File: config.mk
export PLATFORM = sky130hd
export DESIGN_NAME = disc_plotter_flat
export DESIGN_NICKNAME = d
export VERILOG_FILES = /design/src/rtl/disc_plotter_if.sv /design/src/rtl/disc_plotter.sv /design/src/flat_wrapper.sv
export SDC_FILE = /design/constraint.sdc
export NUM_CORES = 1
export LEC_CHECK = 0
export CORE_ASPECT_RATIO = 0.6
export CORE_MARGIN = 3
export CORE_UTILIZATION = 43
export DETAILED_ROUTE_END_ITERATION = 8
export PLACE_DENSITY = 0.75
export SYNTH_ARGS = -nofsm -noshare
export SYNTH_HDL_FRONTEND = slang
export SYNTH_SLANG_ARGS = --single-unit
File: constraint.sdc
create_clock -name clk -period 5.6 [get_ports clk]
set_input_delay 0.56 -clock clk [delete_from_list [all_inputs] [get_ports clk]]
set_output_delay 0.56 -clock clk [all_outputs]
set_load 0.01 [all_outputs]
File: src/rtl/disc_plotter_if.sv
// disc_plotter_if: request and pixel-bus bundle for disc_plotter.
//   Request side : go, row, column, player, clear   (driven by the game FSM)
//   Pixel side   : x, y, colour, plot               (feeds the VGA adapter write port)
//   Status       : busy, done
// Modports: master = game FSM / bench view, slave = plotter view.
interface disc_plotter_if;
  logic       go;
  logic [2:0] row;
  logic [2:0] column;
  logic       player;
  logic       clear;
  logic [7:0] x;
  logic [6:0] y;
  logic [2:0] colour;
  logic       plot;
  logic       busy;
  logic       done;

  modport master (
    output go, row, column, player, clear,
    input  x, y, colour, plot, busy, done
  );

  modport slave (
    input  go, row, column, player, clear,
    output x, y, colour, plot, busy, done
  );
endinterface

File: src/rtl/disc_plotter.sv
// disc_plotter: pixel renderer for a 7x6 board. A go pulse paints one cell in the
// player's colour; a clear request repaints the whole board area in background colour.
// One pixel per clock leaves on the x/y/colour/plot bus.
// Ports:
//   clk   - system clock
//   reset - asynchronous, active-low reset
//   bus   - disc_plotter_if.slave (go/row/column/player/clear in;
//           x/y/colour/plot/busy/done out, all registered)
// Build option: define DISC_ROUND_EN to paint pixels outside the cell's inscribed
// circle in background colour (round discs); otherwise the full square is filled.
module disc_plotter #(
  parameter int unsigned CELL_W   = 16,
  parameter int unsigned CELL_H   = 16,
  parameter int unsigned X_ORIGIN = 24,
  parameter int unsigned Y_ORIGIN = 12,
  parameter logic [2:0]  COL_P0   = 3'b100,
  parameter logic [2:0]  COL_P1   = 3'b110,
  parameter logic [2:0]  COL_BG   = 3'b001
) (
  input logic            clk,
  input logic            reset,
  disc_plotter_if.slave  bus
);

  localparam logic [7:0] XOrg       = 8'(X_ORIGIN);
  localparam logic [6:0] YOrg       = 7'(Y_ORIGIN);
  localparam logic [7:0] CellW8     = 8'(CELL_W);
  localparam logic [6:0] CellH7     = 7'(CELL_H);
  localparam logic [7:0] DxLastDraw = 8'(CELL_W - 1);
  localparam logic [6:0] DyLastDraw = 7'(CELL_H - 1);
  localparam logic [7:0] DxLastClr  = 8'(7 * CELL_W - 1);
  localparam logic [6:0] DyLastClr  = 7'(6 * CELL_H - 1);

  typedef enum logic [1:0] {StIdle, StDraw, StClear, StDone} state_e;

  state_e     state_q, state_d;
  logic [7:0] dx_q, dx_d;
  logic [6:0] dy_q, dy_d;
  logic [7:0] base_x_q, base_x_d;
  logic [6:0] base_y_q, base_y_d;
  logic [2:0] fill_q, fill_d;

  logic [7:0] x_q, x_d;
  logic [6:0] y_q, y_d;
  logic [2:0] colour_q, colour_d;
  logic       plot_q, plot_d;
  logic       busy_q, busy_d;
  logic       done_q, done_d;

  logic       cell_ok;
  logic       scanning;
  logic [7:0] dx_last;
  logic [6:0] dy_last;
  logic       row_end;
  logic       scan_end;
  logic [2:0] pixel_colour;

  assign cell_ok  = (bus.row <= 3'd5) && (bus.column <= 3'd6);
  assign scanning = (state_q == StDraw) || (state_q == StClear);
  assign dx_last  = (state_q == StClear) ? DxLastClr : DxLastDraw;
  assign dy_last  = (state_q == StClear) ? DyLastClr : DyLastDraw;
  assign row_end  = (dx_q == dx_last);
  assign scan_end = row_end && (dy_q == dy_last);

`ifdef DISC_ROUND_EN
  // Distances are doubled so the cell centre sits on an integer grid point.
  localparam logic signed [9:0]  CwM1   = 10'(CELL_W - 1);
  localparam logic signed [9:0]  ChM1   = 10'(CELL_H - 1);
  localparam logic        [20:0] RadSq  = 21'(CELL_W * CELL_W);

  logic signed [9:0]  ex, ey;
  logic signed [19:0] ex_sq, ey_sq;
  logic        [20:0] dist_sq;
  logic               in_disc;

  always_comb begin
    ex      = $signed({1'b0, dx_q, 1'b0}) - CwM1;
    ey      = $signed({2'b00, dy_q, 1'b0}) - ChM1;
    ex_sq   = ex * ex;
    ey_sq   = ey * ey;
    dist_sq = {1'b0, $unsigned(ex_sq)} + {1'b0, $unsigned(ey_sq)};
    in_disc = (dist_sq <= RadSq);
  end

  assign pixel_colour = ((state_q == StDraw) && !in_disc) ? COL_BG : fill_q;
`else
  assign pixel_colour = fill_q;
`endif

  // Next-state: request decode, scan counters and latched drawing context.
  always_comb begin
    state_d  = state_q;
    dx_d     = dx_q;
    dy_d     = dy_q;
    base_x_d = base_x_q;
    base_y_d = base_y_q;
    fill_d   = fill_q;
    unique case (state_q)
      StIdle: begin
        // clear takes priority; a coincident go is dropped.
        if (bus.clear) begin
          state_d  = StClear;
          dx_d     = '0;
          dy_d     = '0;
          base_x_d = XOrg;
          base_y_d = YOrg;
          fill_d   = COL_BG;
        end else if (bus.go && cell_ok) begin
          state_d  = StDraw;
          dx_d     = '0;
          dy_d     = '0;
          base_x_d = XOrg + 8'(bus.column) * CellW8;
          base_y_d = YOrg + 7'(bus.row) * CellH7;
          fill_d   = bus.player ? COL_P1 : COL_P0;
        end
      end
      StDraw, StClear: begin
        if (row_end) begin
          dx_d = '0;
          if (scan_end) begin
            dy_d    = '0;
            state_d = StDone;
          end else begin
            dy_d = dy_q + 7'd1;
          end
        end else begin
          dx_d = dx_q + 8'd1;
        end
      end
      StDone:  state_d = StIdle;
      default: state_d = StIdle;
    endcase
  end

  // Output stage: the pixel addressed by the counters this cycle is presented next cycle.
  always_comb begin
    plot_d   = scanning;
    busy_d   = scanning;
    done_d   = (state_q == StDone);
    x_d      = x_q;
    y_d      = y_q;
    colour_d = colour_q;
    if (scanning) begin
      x_d      = base_x_q + dx_q;
      y_d      = base_y_q + dy_q;
      colour_d = pixel_colour;
    end
  end

  always_ff @(posedge clk or negedge reset) begin
    if (!reset) begin
      state_q  <= StIdle;
      dx_q     <= '0;
      dy_q     <= '0;
      base_x_q <= '0;
      base_y_q <= '0;
      fill_q   <= '0;
      x_q      <= '0;
      y_q      <= '0;
      colour_q <= '0;
      plot_q   <= 1'b0;
      busy_q   <= 1'b0;
      done_q   <= 1'b0;
    end else begin
      state_q  <= state_d;
      dx_q     <= dx_d;
      dy_q     <= dy_d;
      base_x_q <= base_x_d;
      base_y_q <= base_y_d;
      fill_q   <= fill_d;
      x_q      <= x_d;
      y_q      <= y_d;
      colour_q <= colour_d;
      plot_q   <= plot_d;
      busy_q   <= busy_d;
      done_q   <= done_d;
    end
  end

  assign bus.x      = x_q;
  assign bus.y      = y_q;
  assign bus.colour = colour_q;
  assign bus.plot   = plot_q;
  assign bus.busy   = busy_q;
  assign bus.done   = done_q;

endmodule

File: src/flat_wrapper.sv
// flat-port wrapper written by rule: the top's interface ports become plain ports
module disc_plotter_flat 
#(
  parameter int unsigned CELL_W   = 16,
  parameter int unsigned CELL_H   = 16,
  parameter int unsigned X_ORIGIN = 24,
  parameter int unsigned Y_ORIGIN = 12,
  parameter logic [2:0]  COL_P0   = 3'b100,
  parameter logic [2:0]  COL_P1   = 3'b110,
  parameter logic [2:0]  COL_BG   = 3'b001
)
  (clk, reset, bus_go, bus_row, bus_column, bus_player, bus_clear, bus_x, bus_y, bus_colour, bus_plot, bus_busy, bus_done);
  disc_plotter_if bus_i ();
  input logic clk;
  input logic reset;
  input wire logic [$bits(bus_i.go)-1:0] bus_go;
  input wire logic [$bits(bus_i.row)-1:0] bus_row;
  input wire logic [$bits(bus_i.column)-1:0] bus_column;
  input wire logic [$bits(bus_i.player)-1:0] bus_player;
  input wire logic [$bits(bus_i.clear)-1:0] bus_clear;
  output wire logic [$bits(bus_i.x)-1:0] bus_x;
  output wire logic [$bits(bus_i.y)-1:0] bus_y;
  output wire logic [$bits(bus_i.colour)-1:0] bus_colour;
  output wire logic [$bits(bus_i.plot)-1:0] bus_plot;
  output wire logic [$bits(bus_i.busy)-1:0] bus_busy;
  output wire logic [$bits(bus_i.done)-1:0] bus_done;
  assign bus_i.go = bus_go;
  assign bus_i.row = bus_row;
  assign bus_i.column = bus_column;
  assign bus_i.player = bus_player;
  assign bus_i.clear = bus_clear;
  assign bus_x = bus_i.x;
  assign bus_y = bus_i.y;
  assign bus_colour = bus_i.colour;
  assign bus_plot = bus_i.plot;
  assign bus_busy = bus_i.busy;
  assign bus_done = bus_i.done;
  disc_plotter #(.CELL_W(CELL_W), .CELL_H(CELL_H), .X_ORIGIN(X_ORIGIN), .Y_ORIGIN(Y_ORIGIN), .COL_P0(COL_P0), .COL_P1(COL_P1), .COL_BG(COL_BG)) u_core (.clk(clk), .reset(reset), .bus(bus_i));
endmodule
==> key figures <==
Status
  – Run status: completed

Route
  – Detailed Route WL: roughly 5300 µm
  – Remaining antenna violation count: 0
  – Via count: between 1500 and 2000
  – # DRC: 0
  – Number of DRC markers in iteration 0: ~110
  – Vias per cell: 5.58
  – Per-cell routed wire length: 15.3 µm
  – Drt pass-1 iters: 5

Place
  – Placed inst area: 2930 µm²
  – PortBufs: 31
  – Dpl ws: 2.74 ns
  – Post-DP HPWL: between 3000 and 4000 µm
  – GPL Wtd Cong: about 0.83

STA
  – RSZ-0062 raised after global routing: no
  – Fin Clk Skew: around 0.0057 ns
  – Tcrit/Tclk final: 0.467
  – Max Fclk: 0.382 GHz
  – Max-slew violation count: 0
  – Endpoints failing setup: 0
  – Worst-margin pin slew: ~1.1 ns
  – Tmin final: 2.62 ns
  – Fin. Hold Viols: 0
  – Relative slew slack: 0.296
  – Setup ws final: just under 3 ns
  – Setup tns final: 0 ns

Finish
  – # nets final: about 300
  – Diode count: 0
  – Share of layout cells above drive strength 1: 0.115
  – Syn-to-layout area delta: 18.9%
  – Finished Cell Area: 3040 µm²

Logic synthesis
  – Post-synthesis compound-gate area fraction: 0.189
  – Ys flop type: dfrtp_1
  – Xor-xnor portion of the synthesized cell area: 0.0308
  – Post-Syn Area per Cell: 10.7 µm²
  – Post-synthesis cell count: 239
  – Largest family of logic cells by synthesized area: compound AO/OA/AOI/OAI gates
  – Synth Net Count: around 270
  – Synthesized area: around 2600 µm²
  – Sequential area share after synthesis: 0.469
  – Post-synth EDFFs: 0
  – Post-synthesis mux area share: 0.0655
  – Synth cell types: between 40 and 50
  – Yosys reg bits: between 40 and 50
  – Synth warn: 0
  – Synth Area in Adders: 0.0938
  – Synth async-reset ratio: 1.00
  – Simple-gate share of the synthesized area: 0.120

Pwr
  – Comb pwr share: 0.498
  – Clock share of power: 0.155
  – Leak pwr: ~1.3 nW
  – Seq pwr share: 0.347
  – Sw Ratio: 0.385
  – Max IR drop VDD: a little under 0.3 mV
  – Switching pwr: about 0.63 mW
  – Design Power: around 1.6 mW
  – Pwr/cell area: roughly 530 nW/µm²
  – P_int: approximately 1.0 mW

Critical path
  – Maximum fanout along the worst path: 12
  – Worst EP required: between 5 and 6 ns
  – Critical path startpoint category: flip-flop
  – Worst-path cell chain: inv_1, ha_1, or3_4, a2111oi_4, o22ai_2, or3_4, o41ai_2
  – CP max stage delay: around 0.45 ns
  – Slowest stage cell, crit path: or3_4
  – CP Class: flip-flop to flip-flop
  – Crit-path most repeated cell: or3_4
  – CP Data Arrival Time: between 2 and 3 ns
  – CP endpoint kind: flip-flop

Die
  – Initial core utilization: 0.451
  – Io pins: 32
  – DIE WIDTH: 106 µm
  – Die height: roughly 66 µm
  – Core ar.: approximately 5700 µm²
  – Rows: 21
  – Die footprint: just under 7000 µm²

Global routing
  – GRT Total Usage: 0.163
  – Grt ovf: 0
  – Largest net degree at the start of global routing: between 40 and 50
  – First-pass GRT wire length: between 9000 and 10000 µm
  – Initial antenna violation count: 0
  – Vias in the first global route: ~1800

CTS
  – Clock Sinks: 48
  – CTS buffer count: 5
  – Htree depth: 2
  – Clock Latency Late Sink: ~0.30 ns
  – CTS root buffer: clkbuf_8
  – Post-CTS Setup Inserts: 0
  – Clk slew on worst S/H paths: ~0.09 ns
  – Hold buffers post-CTS: 0
  – Clock buffer depth: 2
  – PostCTS Resize Cnt: 0
  – CTS tree: done

Flow run
  – Max Cap Viol: 0

Worst hold path
  – Hold Path Class: input pin to async pin
[final cells by class]
class	count	area (µm²)
clock buffers	5	68.8
clock inverters	3	42.5
fillers	522	2630
inverters	11	41.3
multi-input cells	170	1280
flip-flops and latches	48	1200
well taps	80	100
repair buffers	32	313
[registers in the layout, indices dropped and copies added, names as in the netlist]
| signal | cells |
|---|---|
| u_core.bus.done | 1 |
| u_core.bus.x | 8 |
| u_core.dx_q | 8 |
| u_core.dy_q | 7 |
| u_core.state_q | 2 |
| u_core.base_x_q | 4 |
| u_core.base_y_q | 4 |
| u_core.bus.plot | 1 |
| u_core.bus.colour | 3 |
| u_core.fill_q | 3 |
| u_core.bus.y | 7 |
[layout by cell type, fill, tap and decap left out, types with 3 or more instances in the layout]
master / count
o2bb2ai_1: 6
nand3_1: 10
clkbuf_8: 5
o31ai_1: 3
a21o_1: 5
xnor2_1: 8
ha_1: 16
mux2_2: 14
dfrtp_1: 48
o21ai_1: 7
a21oi_1: 12
inv_1: 10
nor3_1: 4
clkdlybuf4s50_1: 30
o21ai_0: 14
nand2_1: 18
a22oi_1: 5
nor2_1: 10
and3_1: 6
[worst max-delay path, delay by kind of cell, from the launching register on]
kind	cells	cell delay, ns
AO/OA/AOI/OAI	3	0.91
adder cells (fa/ha/maj)	1	0.25
buffers and inverters	1	0.09
flip-flops	1	0.44
AND/OR/NAND/NOR	2	0.81
[power by group through the flow]
stage	combinational (mW)	sequential [mW]	clock, mW
global placement	0.792	0.567	0
floorplan	0.541	0.579	0
detailed placement	0.812	0.572	0
finish	0.811	0.564	0.252
CTS	0.814	0.565	0.256
global route	0.910	0.585	0.271
[synthesized netlist by cell type, types with 2 or more instances]
cell type	number	share of area
dfrtp_1	48	0.47
nand2_1	18	0.026
ha_1	16	0.078
mux2_2	14	0.062
o21ai_0	14	0.027
a21oi_1	12	0.023
inv_1	10	0.015
nand3_1	10	0.020
nor2_1	10	0.015
clkbuf_1	9	0.013
xnor2_1	8	0.027
o21ai_1	7	0.014
and3_1	6	0.015
o2bb2ai_1	6	0.021
a21o_1	5	0.015
a22oi_1	5	0.015
nor3_1	4	0.0078
o31ai_1	3	0.0088
a211o_1	2	0.0068
and4_1	2	0.0068
fa_1	2	0.016
nand3b_1	2	0.0059
nand4_1	2	0.0049
o21a_1	2	0.0059
or3_1	2	0.0049
or3_4	2	0.0088
[stage by stage]
stage / hold slack (ns) / instances / util
after global placement: 0.478 / 341 / 0.517
after global routing: 0.515 / 349 / 0.536
after detailed placement: 0.481 / 341 / 0.517
after floorplan: 0.264 / 239 / -
final: 0.439 / 349 / 0.536
after CTS: 0.488 / 349 / 0.536
[kinds of logic (layout without fill, tap and decap cells)]
family	after synthesis	count (layout)
buffers and inverters	21	51
and+or+nand+nor	60	60
muxes	15	15
DFF	48	48
adders and majority gates	18	18
AOI/OAI and AO/OA	68	68
xor gates and xnor gates	9	9
[path summary, 6_finish.rpt]
check / start / to / slack (ns) / cells after the start
setup / recovery: u_core.state_q[0] / u_core.dy_q[6] / 2.98 / 7
hold reg to reg: u_core.bus.x[4] / u_core.bus.x[4] / 0.50 / 2
hold / removal: reset / u_core.bus.y[3] / 0.44 / 1
setup reg to reg: u_core.state_q[0] / u_core.dy_q[6] / 2.98 / 7
min in group clk: u_core.bus.x[4] / u_core.bus.x[4] / 0.50 / 2
max in group asynchronous: reset / u_core.bus.x[4] / 4.51 / 1
[metal layers]
layer	wire (µm)	part of all wire	GRT usage
met3	412	0.077	0.0478
met2	2090	0.39	0.230
met1	2800	0.53	0.246
met4	27	0.0051	0.0372
met5	0	0	0
Power figures use the tool's default switching activity.
